--- src/rtl/usbh_hid_report_mux.sv ---
// Purpose: capture per-port HID reports and forward changed ones on one tagged valid/ready stream.
// Latency: hid_valid at edge t -> grant at t+1 -> out_valid visible after t+1 (2 cycles).
// Backpressure: output held stable while out_ready=0; a newer report replaces the pending one and sets overrun.
// Optional liveness timeout is built when HID_MUX_TIMEOUT_EN is defined.
module usbh_hid_report_mux #(
  parameter  int C_channels       = 3,
  parameter  int C_report_bytes   = 20,
  parameter  int C_disp_bytes     = 8,
  parameter  int C_timeout_cycles = 6000000,
  localparam int CW = (C_channels > 1) ? $clog2(C_channels) : 1,
  localparam int R8 = C_report_bytes * 8,
  localparam int D8 = C_disp_bytes * 8
) (
  input  logic                       clk,
  input  logic                       resetn,
  input  logic [C_channels*R8-1:0]   hid_report,
  input  logic [C_channels-1:0]      hid_valid,
  output logic [R8-1:0]              out_report,
  output logic [CW-1:0]              out_channel,
  output logic                       out_valid,
  input  logic                       out_ready,
  output logic [C_channels*D8-1:0]   disp,
  output logic [C_channels-1:0]      alive,
  output logic [C_channels-1:0]      overrun
);

  if (C_channels < 1 || C_channels > 8 || C_disp_bytes > C_report_bytes ||
      C_disp_bytes < 1 || C_timeout_cycles < 2) begin : g_param_err
    $error("usbh_hid_report_mux: illegal parameter combination");
  end

  typedef enum logic {S_IDLE, S_PRESENT} state_e;

  state_e                  state_q, state_d;
  logic [R8-1:0]           hold_q   [C_channels];
  logic [R8-1:0]           hold_d   [C_channels];
  logic [R8-1:0]           shadow_q [C_channels];
  logic [R8-1:0]           shadow_d [C_channels];
  logic [R8-1:0]           in_slice [C_channels];
  logic [C_channels-1:0]   pending_q, pending_d;
  logic [C_channels-1:0]   shadow_ok_q, shadow_ok_d;
  logic [C_channels-1:0]   alive_q, alive_d;
  logic [C_channels-1:0]   overrun_q, overrun_d;
  logic [C_channels*D8-1:0] disp_q, disp_d;
  logic [R8-1:0]           out_report_q, out_report_d;
  logic [CW-1:0]           out_channel_q, out_channel_d;
  logic [CW-1:0]           last_grant_q, last_grant_d;
  logic                    grant_found;
  logic [CW-1:0]           grant_idx;
  logic                    do_grant;
  logic [C_channels-1:0]   timeout_hit;

  // Split the flat input bus into per-channel report slices.
  always_comb begin
    for (int i = 0; i < C_channels; i++) begin
      in_slice[i] = hid_report[i*R8 +: R8];
    end
  end

  // Round-robin search: first pending channel after last_grant, wrapping.
  always_comb begin
    grant_found = 1'b0;
    grant_idx   = '0;
    for (int k = 1; k <= C_channels; k++) begin
      if (!grant_found && pending_q[(int'(last_grant_q) + k) % C_channels]) begin
        grant_found = 1'b1;
        grant_idx   = CW'((int'(last_grant_q) + k) % C_channels);
      end
    end
  end

  // Arbiter FSM: grant from IDLE, or back-to-back on a handshake in PRESENT.
  always_comb begin
    state_d       = state_q;
    out_report_d  = out_report_q;
    out_channel_d = out_channel_q;
    last_grant_d  = last_grant_q;
    do_grant      = 1'b0;
    case (state_q)
      S_IDLE: begin
        if (grant_found) begin
          do_grant = 1'b1;
          state_d  = S_PRESENT;
        end
      end
      S_PRESENT: begin
        if (out_ready) begin
          do_grant = grant_found;
          state_d  = grant_found ? S_PRESENT : S_IDLE;
        end
      end
      default: state_d = S_IDLE;
    endcase
    if (do_grant) begin
      out_report_d  = hold_q[grant_idx];
      out_channel_d = grant_idx;
      last_grant_d  = grant_idx;
    end
  end

  // Per-channel capture: grant effects first, so a same-cycle report is
  // compared against the value that was just forwarded.
  always_comb begin
    hold_d      = hold_q;
    shadow_d    = shadow_q;
    pending_d   = pending_q;
    shadow_ok_d = shadow_ok_q;
    disp_d      = disp_q;
    alive_d     = alive_q;
    overrun_d   = overrun_q;
    for (int i = 0; i < C_channels; i++) begin
      if (do_grant && (int'(grant_idx) == i)) begin
        shadow_d[i]    = hold_q[i];
        shadow_ok_d[i] = 1'b1;
        pending_d[i]   = 1'b0;
      end
      if (hid_valid[i]) begin
        hold_d[i]             = in_slice[i];
        disp_d[i*D8 +: D8]    = in_slice[i][D8-1:0];
        alive_d[i]            = 1'b1;
        if (!shadow_ok_d[i] || (in_slice[i] != shadow_d[i])) begin
          pending_d[i] = 1'b1;
        end
        if (pending_q[i] && !(do_grant && (int'(grant_idx) == i))) begin
          overrun_d[i] = 1'b1;
        end
      end
      if (timeout_hit[i]) begin
        alive_d[i]         = 1'b0;
        shadow_ok_d[i]     = 1'b0;
        pending_d[i]       = 1'b0;
        disp_d[i*D8 +: D8] = '0;
      end
    end
  end

`ifdef HID_MUX_TIMEOUT_EN
  localparam int            TW  = $clog2(C_timeout_cycles);
  localparam logic [TW-1:0] LIM = TW'(C_timeout_cycles - 1);

  logic [TW-1:0] cnt_q [C_channels];
  logic [TW-1:0] cnt_d [C_channels];

  // Silence counters: cleared by a report, saturate at the limit.
  always_comb begin
    for (int i = 0; i < C_channels; i++) begin
      if (hid_valid[i]) begin
        cnt_d[i] = '0;
      end else if (cnt_q[i] == LIM) begin
        cnt_d[i] = cnt_q[i];
      end else begin
        cnt_d[i] = cnt_q[i] + TW'(1);
      end
      timeout_hit[i] = (cnt_q[i] == LIM) && !hid_valid[i];
    end
  end

  // Silence counter registers.
  always_ff @(posedge clk or negedge resetn) begin
    if (!resetn) begin
      for (int i = 0; i < C_channels; i++) cnt_q[i] <= '0;
    end else begin
      for (int i = 0; i < C_channels; i++) cnt_q[i] <= cnt_d[i];
    end
  end
`else
  assign timeout_hit = '0;
`endif

  // State registers for arbiter, capture and output stage.
  always_ff @(posedge clk or negedge resetn) begin
    if (!resetn) begin
      state_q       <= S_IDLE;
      out_report_q  <= '0;
      out_channel_q <= '0;
      last_grant_q  <= CW'(C_channels - 1);
      pending_q     <= '0;
      shadow_ok_q   <= '0;
      alive_q       <= '0;
      overrun_q     <= '0;
      disp_q        <= '0;
      for (int i = 0; i < C_channels; i++) begin
        hold_q[i]   <= '0;
        shadow_q[i] <= '0;
      end
    end else begin
      state_q       <= state_d;
      out_report_q  <= out_report_d;
      out_channel_q <= out_channel_d;
      last_grant_q  <= last_grant_d;
      pending_q     <= pending_d;
      shadow_ok_q   <= shadow_ok_d;
      alive_q       <= alive_d;
      overrun_q     <= overrun_d;
      disp_q        <= disp_d;
      for (int i = 0; i < C_channels; i++) begin
        hold_q[i]   <= hold_d[i];
        shadow_q[i] <= shadow_d[i];
      end
    end
  end

  assign out_valid   = (state_q == S_PRESENT);
  assign out_report  = out_report_q;
  assign out_channel = out_channel_q;
  assign disp        = disp_q;
  assign alive       = alive_q;
  assign overrun     = overrun_q;

endmodule

--- config.mk ---
export PLATFORM = sky130hd
export DESIGN_NAME = usbh_hid_report_mux
export DESIGN_NICKNAME = d
export VERILOG_FILES = /design/src/rtl/usbh_hid_report_mux.sv
export SDC_FILE = /design/constraint.sdc
export NUM_CORES = 2
export LEC_CHECK = 0
export ABC_AREA = 0
export CAP_MARGIN = 25
export CORE_MARGIN = 2
export CORE_UTILIZATION = 51
export CTS_BUF_LIST = sky130_fd_sc_hd__clkbuf_2
export DETAILED_ROUTE_END_ITERATION = 8
export PLACE_DENSITY = 0.91
export SETUP_SLACK_MARGIN = 0.4
export SLEW_MARGIN = 20
export SYNTH_ARGS = -nofsm -noshare
export SYNTH_HDL_FRONTEND = slang
export SYNTH_SLANG_ARGS = --single-unit
--- constraint.sdc ---
create_clock -name clk -period 4 [get_ports clk]
set_clock_uncertainty 0.05 [all_clocks]
set_input_delay 0.6 -clock clk [delete_from_list [all_inputs] [get_ports clk]]
set_output_delay 0.6 -clock clk [all_outputs]
set_load 0.005 [all_outputs]
==> results.cfg <==
[outcome]
status = finished, violations left
failed_checks = negative setup slack

[synthesis]
ys_ff_latch = 1136
async_reset_ff_share_pct = 100
ys.warnings.count = 0
yosys.cell_count.top_type = dfrtp_1
syn_area_per_cell_sq_um = 11.1
synth_edf_count = 0
synth_flop_cell = dfrtp_1
ys_types = 74
synth.cell_area_sq_um = 53300
synthCells = 4790
synth_area_leaders = dfrtp_1 53%, mux2_2 12%, nand2_1 4.9%
synth.top_cell.area_share_pct = 53.3
synth-seq-area-share_pct = 53.4
synthTopCellsByCount = 1,135 x dfrtp_1, 697 x nand2_1, 583 x mux2_2
synth_area_leader_cell = dfrtp_1
syn_nets = 5280

[final_layout]
syn_to_final_growth_pct = 41.1
final_core_util_pct = 72.6
drive_above_1_share_pct = 26.3
final_nets = 7135

[place]
portBuffers = 846
dp_hpwl_mm = 207
gp_congestion = 1.03

[timing]
worst_slack_ns = -0.334
final_hold_viol_count = 0
drv_slew = 0
slew_headroom_pct = 25.5
worst_pin_slew_ns = 1.12
rsz0062_at_grt = yes
layout_min_cycle_time_ns = 4.33
fmax_mhz = 231
finalSetupViolCount = 3
period_share_pct = 108

[worst_setup_path]
setup.worst_path.class = reg2reg
timing.rr.start = last_grant_q[1]
crit_fanout = 8
slowest_delay_ns = 0.58
endpoint_kind = register
r2r-end = pending_q[0]
cp.required_ns = 5.39
r2r_slack_ns = -0.33
crit_slowest_cell = dfstp_2
path_cells = inv_2 -> ha_4 -> mux2_4 -> a21o_4 -> buf_6 -> o311a_1 -> buf_6 -> nand2_8 -> buf_12 -> buf_12 -> mux2_2 -> xor2_1 -> nor4_1 -> nand4_1 -> buf_6 -> nor4_4 -> buf_4 -> a31oi_1
cp_common_cell = buf_6
r2r_cells = 18
cp-start-kind = register
cp_data_arrival_time_ns = 5.72

[floorplanning]
rows = 118
dieArea_sq_um = 107000
start_util_pct = 51.5
io_pins = 847
die_w_um = 327
core_area_sq_um = 103000
die_h_um = 327

[clock_network]
numCtsBuffers = 317
clockBufferDepth = 4
cts_tree = built
cts.clk_slew.worst_paths_ns = 0.12
clock_latency_ns = 1.75
htree_levels = 5
clkSinkCount = 1136
root_buffer = clkbuf_2

[global_route]
grt_pass1_vias = 52131
grt_usage_pct = 51.8
antenna_found_initial = 43
grt_overflow_total = 0
grt_pass1_wl_mm = 387
grt_start_max_net_pins = 95

[worst_hold_path]
hold_path_class = in2reg
hp-start = hid_report[195]
whs_endpoint = hold_q[195]
hold-path-cell-count = 3

[power]
power.total_uw = 64600
ir_drop_mv = 0.832
leakage_uw = 0.0345
cellPowerDensity_nw_per_um2 = 859

[drt]
drt_pass1_iterations = 9
met3_length_mm = 37.9
wl_met2_mm = 120
vias_per_cell = 6.32
dr.max_layer_used = met5
vias = 52193
drtAntennaViolNets = 0
drt-initial-drc-count = 6951
drt-met1-wl_mm = 96.7
wl_mm = 286
wl_per_cell_um = 34.6
route.detailed.drc = 0

[flow_run]
maxCapViolations = 0
-- final cells by class --
type	count	area, sq um
fillers	6904	28300
flip-flops and latches	1136	28400
inverters	325	1220
clock buffers	454	2270
diodes	28	70.1
repair buffers	1949	18900
clock inverters	72	412
well taps	1380	1730
multi-input cells	2916	22200
-- routing by layer --
metal | up-vias | track usage [%]
li1 | 20445 | -
met1 | 25478 | 60.6
met2 | 4803 | 75.2
met3 | 1437 | 19.4
met4 | 30 | 44.2
met5 | - | 0
-- state kept, by name, indices dropped and copies added (netlist names) --
register and flops:
alive 3, hold_q 480, last_grant_q 1, out_channel 2
out_report 160, out_valid 1, overrun 3, pending_q 3
shadow_ok_q 3, shadow_q 480
-- worst max path at each step --
stage	startpoint	endpoint	slack (ns)	depth (start not counted)
2_1_floorplan	last_grant_q[1]	pending_q[1]	0.15	15
3_3_place_gp	last_grant_q[1]	pending_q[0]	-0.32	16
3_5_place_dp	last_grant_q[1]	pending_q[1]	-0.43	19
4_1_cts	last_grant_q[1]	pending_q[1]	-0.16	14
5_1_grt	last_grant_q[1]	pending_q[0]	-0.42	18
6_report	last_grant_q[1]	pending_q[0]	-0.33	18
-- logic make-up (layout without fill, tap and decap cells) --
group	count (synthesis)	in the layout	share of synthesized area, %
flip-flops	1136	1136	53.4
AND/OR/NAND/NOR	1035	1036	8.53
multiplexers	835	835	17.1
AO/OA/AOI/OAI	777	777	9.88
buffers and inverters	739	2800	6.71
XOR/XNOR	264	264	4.34
adder cells (fa/ha/maj)	4	4	0.0939
other	0	28	0
-- metrics by stage --
step,cells,setup TNS (ns),area (sq um),setup WS (ns),hold WS [ns]
after floorplan,4790,0,53500,0.146,0.254
after global placement,7155,-0.828,65900,-0.323,0.375
after detailed placement,7155,-1.13,65900,-0.425,0.380
after CTS,8195,-0.429,74200,-0.161,0.000236
after global routing,8239,-0.963,75100,-0.417,0.0809
final,8260,-0.649,75200,-0.334,0.0635
-- report_power, final --
group / total (uW) / internal, uW / switching, uW
combinational: 37600 / 16100 / 21600
clock: 8700 / 3320 / 5380
sequential: 18200 / 15400 / 2860
-- cells in the final DEF (no fill, tap or decap), types with 24 or more instances in the layout --
cell type        instances
dfrtp_1               1122
clkdlybuf4s50_1        839
nand2_1                692
mux2_2                 572
buf_4                  520
dlygate4sd3_1          502
clkbuf_2               454
inv_1                  324
mux2i_1                220
xor2_1                 187
o21ai_0                153
a21oi_1                151
o211ai_1               116
nand3_1                 81
xnor2_1                 71
o22ai_1                 60
clkinv_1                57
nor4_1                  56
buf_12                  52
nand4_1                 49
o2bb2ai_1               44
nor2_1                  41
diode_2                 28
mux2i_2                 24
nor4_2                  24
-- repair_timing --
action / CTS / global route
hold buffers: 503 / 0
resized for setup: 89 / 120
endpoints found under the hold margin: 1629 / 0
gates cloned: 1 / 5
setup endpoints to repair: 21 / 16
buffers inserted: 10 / 32
pin swaps: 27 / 39
-- critical path, delay by kind of cell (launching register included) --
kind / cells / cell delay, ns
mux: 2 / 0.70
flops: 1 / 0.58
buf+inv: 7 / 0.91
simple gates: 4 / 0.95
compound gates: 3 / 0.63
fa+ha+maj: 1 / 0.16
xor+xnor: 1 / 0.19
Note: power is estimated with default switching activity, not from simulation.
